==> config.mk <==
export PLATFORM = sky130hd
export DESIGN_NAME = reg_file_sb
export DESIGN_NICKNAME = d
export VERILOG_FILES = /design/src/rtl/reg_file_sb.sv
export SDC_FILE = /design/constraint.sdc
export NUM_CORES = 1
export LEC_CHECK = 0
export CAP_MARGIN = 25
export CORE_AREA = 3 3 255 282
export CTS_CLUSTER_DIAMETER = 50
export CTS_CLUSTER_SIZE = 16
export DETAILED_ROUTE_END_ITERATION = 10
export DIE_AREA = 0 0 258 285
export PLACE_DENSITY_LB_ADDON = 0.12
export RECOVER_POWER = 50
export SLEW_MARGIN = 5
export SYNTH_ARGS = -nofsm -noshare
export SYNTH_HDL_FRONTEND = slang
export SYNTH_SLANG_ARGS = --single-unit
==> constraint.sdc <==
create_clock -name clk -period 5.4 [get_ports clk]
set_clock_uncertainty 0.1 [all_clocks]
set_input_delay 0.54 -clock clk [delete_from_list [all_inputs] [get_ports clk]]
set_output_delay 0.54 -clock clk [all_outputs]
set_load 0.01 [all_outputs]
==> src/rtl/reg_file_sb.sv <==
// reg_file_sb: register file with a per-register pending-write scoreboard.
// NUM_RD combinational read ports, one writeback port, and a saturating
// pending counter per register that hazard logic uses to stall on in-flight
// destinations.
// Optional feature: define REGFILE_BYPASS_EN to forward a same-cycle
// writeback onto matching read ports.
module reg_file_sb #(
  parameter int DATA_W   = 32,
  parameter int ADDR_W   = 4,
  parameter int NUM_REGS = 15,
  parameter int NUM_RD   = 2,
  parameter int PEND_W   = 2
) (
  input  logic                     clk,
  input  logic                     rst_n,
  input  logic [NUM_RD*ADDR_W-1:0] rd_addr,
  output logic [NUM_RD*DATA_W-1:0] rd_data,
  output logic [NUM_RD-1:0]        rd_pending,
  input  logic                     iss_en,
  input  logic [ADDR_W-1:0]        iss_dest,
  output logic                     iss_ready,
  input  logic                     wb_en,
  input  logic [ADDR_W-1:0]        wb_dest,
  input  logic [DATA_W-1:0]        wb_data,
  input  logic                     flush,
  output logic                     busy_any
);

  localparam logic [PEND_W-1:0] PEND_MAX = '1;

  // Flattened views of the per-register state, driven from the generate loop
  logic [NUM_REGS-1:0][DATA_W-1:0] data_arr;
  logic [NUM_REGS-1:0][PEND_W-1:0] cnt_arr;
  logic [NUM_REGS-1:0]             busy_vec;
  logic [PEND_W-1:0]               iss_cnt;

  // Count of the issue target; out-of-range targets read as 0, so they are always ready
  always_comb begin
    iss_cnt = '0;
    for (int i = 0; i < NUM_REGS; i++) begin
      if (iss_dest == ADDR_W'(i)) iss_cnt = cnt_arr[i];
    end
  end

  assign iss_ready = (iss_cnt != PEND_MAX);
  assign busy_any  = |busy_vec;

  for (genvar gi = 0; gi < NUM_REGS; gi++) begin : g_reg
    logic              wb_hit;
    logic              iss_hit;
    logic [DATA_W-1:0] data_reg;
    logic [PEND_W-1:0] cnt_reg;
    logic [PEND_W-1:0] cnt_next;

    assign wb_hit  = wb_en && (wb_dest == ADDR_W'(gi));
    assign iss_hit = iss_en && iss_ready && (iss_dest == ADDR_W'(gi));

    // Next pending count: flush wins, an issue and a writeback on the same
    // register cancel out, and a writeback never drives the count below zero
    always_comb begin
      cnt_next = cnt_reg;
      if (flush) begin
        cnt_next = '0;
      end else if (iss_hit && !wb_hit) begin
        cnt_next = cnt_reg + PEND_W'(1);
      end else if (wb_hit && !iss_hit && (cnt_reg != '0)) begin
        cnt_next = cnt_reg - PEND_W'(1);
      end
    end

    // Register data and pending count; reset loads each register with its own index
    always_ff @(posedge clk or negedge rst_n) begin
      if (!rst_n) begin
        data_reg <= DATA_W'(gi);
        cnt_reg  <= '0;
      end else begin
        if (wb_hit) data_reg <= wb_data;
        cnt_reg <= cnt_next;
      end
    end

    assign data_arr[gi] = data_reg;
    assign cnt_arr[gi]  = cnt_reg;
    assign busy_vec[gi] = (cnt_reg != '0);
  end

`ifdef REGFILE_BYPASS_EN
  localparam logic [ADDR_W:0] NREGS_EXT = (ADDR_W+1)'(NUM_REGS);
`endif

  for (genvar gi = 0; gi < NUM_RD; gi++) begin : g_rd
    logic [ADDR_W-1:0] addr;
    logic [DATA_W-1:0] data_mux;
    logic [PEND_W-1:0] cnt_mux;

    assign addr = rd_addr[gi*ADDR_W +: ADDR_W];

    // Read mux over stored state; unimplemented addresses return 0 / not pending
    always_comb begin
      data_mux = '0;
      cnt_mux  = '0;
      for (int i = 0; i < NUM_REGS; i++) begin
        if (addr == ADDR_W'(i)) begin
          data_mux = data_arr[i];
          cnt_mux  = cnt_arr[i];
        end
      end
`ifdef REGFILE_BYPASS_EN
      // Forward the writeback and report the count as it will be after this write
      if (wb_en && (wb_dest == addr) && ({1'b0, addr} < NREGS_EXT)) begin
        data_mux = wb_data;
        cnt_mux  = (cnt_mux != '0) ? cnt_mux - PEND_W'(1) : '0;
      end
`endif
    end

    assign rd_data[gi*DATA_W +: DATA_W] = data_mux;
    assign rd_pending[gi]               = (cnt_mux != '0);
  end

endmodule

# After elaboration in Yosys (flattened, before gate mapping)
# Index checks and enable logic that the tools add are counted.
# totals
reg_bits,510
input_bits,53
out_inout_bits,68
elab_cells,380
# op_classes
addsub,30
eq_ne,57
muxes,120
reduce_logical,143
# ops
op,n
$mux W32,30
$mux W2,90
$eq A4 B4 Y1 const B,28
$logic_and A1 B1 Y1,76
$eq A4 B3 Y1 const B,16
$reduce_bool A3 Y1,15
$reduce_bool A2 Y1,17
$eq A4 B2 Y1 const B,8
$add A2 B1 Y2 const B,15
$logic_not A1 Y1,30
$sub A2 B1 Y2 const B,15
$eq A4 B1 Y1 const B,4
$logic_not A4 Y1,4
$reduce_or A15 Y1,1
$ne A2 B2 Y1 const B,1

# Depth between registers and ports, before layout
# Gate-level depths: netlist of run 1.
# depth
word_depth,25
ltp_mapped,10
mapped_depth_nobuf,7

# Worst setup path before layout of run 1
# No wires, ideal clock.
# synth_path
path_type,in2out
startpoint,input port rd_addr[4]
endpoint,output port rd_data[59]
t_arrival_ns,2.250
required_ns,4.760
setup_slack_ns,2.510
path_stages,8
path_buffers,2
path_cell_list,buf_2 > buf_2 > mux2_2 > a22o_1 > a221oi_1 > o21ai_0 > a2111oi_0 > nor3_1
# synth_via
elab_chain_cells,16
word_cells_on_any_way,30
classes_between,eq/ne (14); mux (15); reduce/logical (1)
# synth_lines
item,line_no,rtl
"start, declared",16,"input logic [NUM_RD*ADDR_W-1:0] rd_addr,"
$logic_not A4 Y1,103,if (addr == ADDR_W'(i)) begin
$mux W32 (14 in series),103,
$mux W32 *,103,
"end, declared",17,"output logic [NUM_RD*DATA_W-1:0] rd_data,"
# Every way passes the cells marked *; elsewhere a longest branch is shown, timed or not.

# Worst setup path in the final report of run 1
# layout_path
startpoint,input port rd_addr[7]
endpoint,output port rd_data[35]
# Same word-level chain as after synthesis.

==> impl_summary.md, run 1 <==
Global routing
Global routing used about a third of the available tracks across all layers. The first global-routing pass estimated 177000 um of wire. The number of antenna violations at the first check in global routing is 1. After global routing the overflow that remains totals 0. The maximum number of pins on one net before global-route repair is 132. The number of global-route vias before repair is 25100.

Yosys
The sequential fraction of the synthesis area is between 40% and 50%. The synthesized netlist devotes 11.1% of its cell area to simple gates. Synthesis produced between 2000 and 3000 cells. Summed over all instances, the cell type with the most area after synthesis is dfrtp_1. Among all flip-flop cells after synthesis, the most frequent one is dfrtp_1.

The commonest cells after synthesis are 482 x dfrtp_1, 443 x mux2_2, 318 x nand2_1, 180 x clkbuf_1, 163 x o21ai_0. Summing the areas of all compound-gate instances in the mapped netlist gives 18.2% of the synthesized area. The number of different library cells in the post-synthesis netlist is 66. The number of nets in the synthesized netlist is 2753. The post-synthesis instance area is 0.0276 mm2. Averaged over all synthesized cells, the footprint is 10.2 um2. After synthesis, the share of flip-flops with an asynchronous set or reset is 100%. Counting flops and latches in the post-synthesis netlist gives 510.

In this run, synthesis inferred 0 flip-flops with an integrated enable. The most common cell in the synthesized netlist is dfrtp_1. The portion of netlist area occupied by mux cells is a little over 20%.

By area the synthesized netlist is led by dfrtp_1 44%, mux2_2 18%, nand2_1 4.3%. The dominant combinational cell family by area after synthesis is multiplexers. The portion of synthesized cell area occupied by the leading cell type is 43.6%. For this run, the number of Yosys warnings is 0. Summing the areas of all fa, ha and maj instances in the mapped netlist gives 0% of the synthesized area. The area share of xor/xnor cells in the synthesized design is 0.127%.

Power and ir drop
IR analysis of the VDD net gives a maximum drop of 0.238 mV. The power after layout is 12.7 mW. In this run the power density over the cells is 388 mW/mm2.

The leakage dissipation is 13.5 nW.

CTS
The number of buffers on the longest clock path is 3. After clock tree synthesis, the setup repair step added 0 buffers. The tree is rooted in a clkbuf_16. The count of H-tree levels built during CTS is 3. Clock-pin slew was measured on the worst setup and hold paths at 0.06 ns. The count of hold buffers inserted by post-cts repair is 1.

The worst-skew pair later-pin latency is 0.61 ns. Clock tree synthesis inserted a total of between 60 and 70 buffers. The clock drives 510 sinks.

The number of instances resized during post-cts repair is 0. TritonCTS built the clock tree.

Timing
Setup repair after global routing left no endpoint under its margin. Based on the critical path, the design can be clocked at up to 201 MHz. The number of endpoints with negative hold slack in the final report is 0. The max-slew violation count was 262.

The worst-case headroom to the max-slew limit is -94.9%. The final setup TNS is 0 ns. For the pin with the worst max-slew slack, the measured transition is just under 3 ns. The final count of negative-setup-slack endpoints is 0. The shortest period the worst path allows is slightly below 5 ns. After layout, the worst path uses 91.9% of the clock period. The final hold slack is 0.383 ns.

Floorplanning
The area of the die is between 0.07 and 0.08 mm2. Once the floorplan was initialized, standard cells occupied 40.0% of the core. In this run the count of I/O pins placed on the die edge is 121. The die is approximately 290 um tall. The floorplan core area is between 0.06 and 0.07 mm2. In this run the horizontal extent of the chip is 258 um.

The floorplan has 101 rows.

Detailed routing
The ratio of routed vias to standard cells is 6.68. The total wirelength of the detailed-routed design is approximately 120000 um. For this block, the initial DRC count from the detailed router was 3260.

The first detailed-routing pass took 8 iterations. Once detail routing completed, the nets flagged for antenna violations numbered 0. After detailed routing, the number of remaining DRC violations is 0. The total number of vias is about 25000. The routed wirelength normalized by instance count is 32.7 um.

Setup path
The delay of the slowest critical-path stage is 0.70 ns. The critical path startpoint category is a primary input. The beginning of the critical path is rd_addr[7].

STA classifies the critical path endpoint as an output port. The maximum fanout along the worst path is 17. In this run the critical register-to-register path is launched from g_reg[9].cnt_reg[0]$_DFFE_PN0P_. The signal on the critical path passes through clkdlybuf4s50_1 > nand2b_1 > nor3_4 > buf_4 > a221oi_1 > o21ai_0 > a2111oi_0 > nor3_1 > clkdlybuf4s50_1.

The critical setup path kind is primary input to output port. At the worst endpoint, the required time is roughly 4.8 ns. In this design, the critical path's most frequently occurring cell is clkdlybuf4s50_1.

The data arrival time of the critical path is 4.32 ns. On the critical path, the stage with the largest delay is an instance of clkdlybuf4s50_1.

Placed design
The congestion estimate from routability-driven global placement came to between 0.9 and 1. The post-detailed-placement half-perimeter wirelength is 76900 um. Once placement finished, the instance area stood at about 0.030 mm2. During placement, the flow inserted port buffers numbering 120.

Final layout
Summing all non-filler instances in the final layout gives an area of 0.0326 mm2. From synthesis to final layout, the design area changed by 18.0%. The register with the most flip-flops in the layout has 480 of them.

Of the cells placed in the final design, the portion with a size suffix greater than 1 is 27.2%. At the end of the flow, the number of nets in the layout was 2825. Once layout is complete, the utilization of the core stands at between 40% and 50%.

Outcome
The final reports fail on capacitance limit, slew limit. The flow ran to the end, but the final reports show violations.

Run
The number of violations of the max-capacitance limit is 4.

Min path
In this run the most critical hold path is launched from g_reg[7].data_reg[1]$_DFFE_PN1P_. The min-delay analysis places its worst path in the category register to register.
[final timing paths]
path                                                      endpoint  slack [ns]  depth (start not counted)
max in group asynchronous       g_reg[12].data_reg[22]$_DFFE_PN0P_        0.99                          3
worst min register to register    g_reg[7].data_reg[1]$_DFFE_PN1P_        0.38                          2
worst max-delay path                                   rd_data[35]        0.44                          9
worst min-delay path              g_reg[7].data_reg[1]$_DFFE_PN1P_        0.38                          2
worst max register to register    g_reg[12].cnt_reg[0]$_DFFE_PN0P_        2.53                          6
min in group asynchronous        g_reg[14].data_reg[4]$_DFFE_PN0P_        1.28                          2
[where the power goes]
part | leakage [nW] | switching, mW | internal, mW
registers | 6.28 | 0.731 | 4.69
logic | 6.08 | 1.19 | 1.17
clock network | 1.16 | 1.88 | 2.99
total | 13.5 | 3.80 | 8.85
[worst max-delay path, delay by kind of cell]
kind	cells	cell delay (ns)
buf+inv	3	1.76
simple gates	3	1.63
compound gates	3	0.35
[cell type report]
type                    count  area [um2]
repair buffers            245        2210
inverters                  20        75.1
clock buffers              85        1890
multi-input cells        1927       14000
clock inverters            35         508
well taps                 927        1160
flip-flops and latches    510       12800
fillers                  6434       36500
diodes                      1        2.50
[through the flow]
step	cells	setup WS, ns
after CTS	3749	0.568
after global placement	3628	0.600
after global routing	3750	0.381
final	3750	0.436
after detailed placement	3628	0.583
after floorplan	2700	2.51
[cells in the final DEF (no fill, tap or decap), types with 9 or more instances in the layout]
cell,synthesis,routed
a222oi_1,32,32
o211ai_1,15,15
bufinv_16,0,10
dfstp_2,28,28
buf_4,1,116
a31oi_1,16,14
a2111oi_0,18,18
dfrtp_1,482,482
a211oi_1,13,13
nand2_1,318,318
clkbuf_1,180,9
nor4_1,20,19
inv_1,19,19
nand3_1,36,31
o221ai_1,22,22
a221o_1,10,10
nor2_1,162,144
nor2b_1,20,17
mux2i_1,52,52
o21ai_0,163,163
a221oi_1,42,42
nand4_1,15,15
nor2_4,0,13
clkbuf_16,0,71
clkdlybuf4s50_1,0,113
o2111ai_1,17,17
nor3_1,71,71
or2_2,10,10
a22oi_1,87,87
mux2_2,443,443
o22ai_1,90,90
a22o_1,58,58
nand2b_1,15,15
a21oi_1,96,96
[cell families after synthesis]
kind of cell,count (synthesis)
compound gates,725
xor+xnor,4
simple gates,696
mux,502
buf+inv,263
flops,510
[per-layer routing]
metal | track usage [%] | part of all wire (%)
met1 | 43.0 | 39
met3 | 8.89 | 11
met2 | 48.6 | 43
met4 | 18.9 | 6.8
met5 | 0 | 0
(Power assumes the default switching activity.)
==> run 2, diff against run 1 <==
Settings changed: CORE_AREA 3 3 255 282 to 3 3 229 253, DIE_AREA 0 0 258 285 to 0 0 232 256, MAX_ROUTING_LAYER set to met4.
==> run 2 against run 1 <==
- the run still ends with capacitance limit, slew limit left
- clock power down 8.6%
- cell area down 1.3%
- highest routed layer unchanged
- flip-flop and latch count is the same
- non-clock buffer count up 6
- global-route usage increased by 7.8 points
- wire length shrank 3.0%
- sequential share of layout area is 0.50 points higher
- first-iteration DRC count increased by 16%
- critical endpoint is now rd_data[30]
- largest cell class unchanged
==> impl_summary.md, run 2 (synthesis gave the netlist of run 1 again) <==
Outcome
The run finished, with violations left. The checks that failed: capacitance limit, slew limit.

Final layout
The most common library cell in the layout ignoring fill and taps is dfrtp_1. Of the cells placed in the final design, the portion with a size suffix greater than 1 is 27.2%. The number of non-filler instances in the completed layout is 3573. After the last flow step, the layout net total stands at 2822. From synthesis to final layout, the design area changed by 16.5%. The top cell types in the final layout, fill and taps aside, are 482 x dfrtp_1, 442 x mux2_2, 316 x nand2_1.

The register with the most flip-flops in the layout has 480 of them. The layout filler cell count is 4813.

CTS
The number of clock buffers added by TritonCTS is 59. The later pin in the worst-skew pair is clocked with a latency of ~0.65 ns. The root buffer cell chosen for the clock tree is clkbuf_16.

TritonCTS built the clock tree. Clock-pin slew was measured on the worst setup and hold paths at 0.07 ns. The longest clock path from root to sink contains 3 buffers. The clock net in this run drives a total of 510 sinks. The clock tree synthesis step divided the H-tree into 2 levels.

Timing
The final cycle utilization of the critical path is 90.4%. For the pin with the worst max-slew slack, the measured transition is roughly 4 ns. Setup violations remaining at the end of the flow were counted as 0. Summed over all failing endpoints, the final setup total negative slack is 0 ns. Setup repair after global routing left no endpoint under its margin. The number of endpoints with negative hold slack in the final report is 0. The shortest period the worst path allows is 4.88 ns. The max-slew violation count came to between 100 and 150. The final hold slack is 0.374 ns. The maximum clock frequency is about 200 MHz. The worst-case headroom to the max-slew limit is -171%.

Detailed routing
The routed wirelength normalized by instance count is 33.3 um. The number of design rule violations left after detail routing is 0. The residual antenna-violating net count after detailed routing is 0. The total wirelength of the detailed-routed design is 119000 um. The ratio of routed vias to standard cells is 7.17. For this block, the initial DRC count from the detailed router was between 3000 and 4000.

The total number of vias is 25600. The count of TritonRoute iterations in the first routing pass is 8.

Setup path
The critical path startpoint category is a primary input. Data on the critical path arrives at its endpoint at 4.24 ns. The capturing element type of the critical path is an output port.

The worst setup path is of the primary input to output port kind. The worst reg-to-reg setup slack is ~2.5 ns. The required arrival time at the worst endpoint is 4.76 ns.

The maximum fanout along the worst path is 10.

Global routing
The global-route wire length before repair is approximately 170000 um. The number of global-route vias before repair is between 20000 and 30000. Entering global routing, the biggest net connects 129 pins. For this run the aggregate overflow at the end of global routing stands at 0.

The number of antenna violations at the first check in global routing is 5. Across every metal layer, demand over resource in global routing totals roughly 40%.

Placed design
Port buffering added 120 buffers. The post-detailed-placement half-perimeter wirelength is 73600 um. The instance count after placement with tap cells included is 3451. The congestion estimate from routability-driven global placement came to 1.00.

Floorplanning
The floorplan core area is about 0.056 mm2. The starting utilization of the core area is 49.5%. The area of the die is slightly below 0.06 mm2. The row count is between 90 and 100. The die outline width is 232 um.

The die is 256 um tall. The top-level I/O count is 121.

Power and ir drop
The worst-case vdd ir drop is between 0.2 and 0.3 mV. The completed layout was analyzed and its total power is 12.2 mW. In this run the static leakage power is 13.4 nW. Dividing total power by cell area gives a power density of 380 mW/mm2.

Min path
The path class of the tightest hold or removal check is register to register.

Run
The number of violations of the max-capacitance limit is 4.
run 2: cell types whose count changed in the layout (fill, tap and decap cells not counted), moves of 2 or more:
cell and change:
clkinv_8 +2, buf_4 +7, clkbuf_16 -10, clkbuf_1 -5, nand2_1 -2, inv_8 +8, clkbuf_8 -5, nor2_4 -3
nor2_1 +3, diode_2 +8, nand2_2 +2, clkinv_2 -4, bufinv_16 -3, inv_6 +7
run 2: power by group:
group / switching (mW) / leakage (nW) / internal [mW]
combinational: 1.18 / 6.11 / 1.17
clock: 1.95 / 1.04 / 2.51
sequential: 0.740 / 6.28 / 4.69
total: 3.87 / 13.4 / 8.37
run 2: worst paths after layout:
path,from,end,depth (start not counted)
hold / removal,g_reg[7].data_reg[2]$_DFFE_PN1P_,g_reg[7].data_reg[2]$_DFFE_PN1P_,2
hold reg to reg,g_reg[7].data_reg[2]$_DFFE_PN1P_,g_reg[7].data_reg[2]$_DFFE_PN1P_,2
min in group asynchronous,rst_n,g_reg[1].data_reg[7]$_DFFE_PN0P_,2
max in group asynchronous,rst_n,g_reg[11].data_reg[30]$_DFFE_PN0P_,2
setup / recovery,rd_addr[2],rd_data[30],9
setup reg to reg,g_reg[8].cnt_reg[0]$_DFFE_PN0P_,g_reg[12].cnt_reg[0]$_DFFE_PN0P_,6
run 2: stage by stage:
stage	instance area (um2)	worst slack, ns	utilization (%)
finish	32200	0.517	57.7
CTS	32200	0.690	57.7
global placement	30000	0.804	53.8
global route	32200	0.358	57.7
floorplan	27600	2.51	-
detailed placement	30000	0.710	53.8
run 2: area by class of cell:
class                   instances  area (um2)  share of cell area, %
inverters                      20        75.1                  0.233
clock buffers                  65        1550                   4.82
repair buffers                251        2270                   7.04
diodes                          9        22.5                 0.0700
flip-flops and latches        510       12800                   39.8
clock inverters                47         609                   1.89
multi-input cells            1927       13900                   43.3
well taps                     744         931                   2.89
run 2: per-layer routing:
metal	global-route usage (%)	vias to the layer above	wire [um]
met5	-	-	0
met4	22.6	0	8540
met3	11.0	570	14400
met2	58.8	1998	51500
met1	51.3	12800	44600
li1	-	10300	-
run 2: timing repair:
| item | CTS | global route |
|---|---|---|
| hold endpoints to repair | 59 | 0 |
| gates resized for setup | 0 | 0 |
| hold buffers | 1 | 0 |
| setup buffers | 0 | 0 |
run 2: critical path, stage by stage:
cell,delay (ns)
clkdlybuf4s50_1,0.90
nand2_1,0.39
nor2_2,0.65
buf_4,0.38
a222oi_1,0.11
o2111ai_1,0.13
a31oi_1,0.08
nor3_1,0.41
clkdlybuf4s50_1,0.64
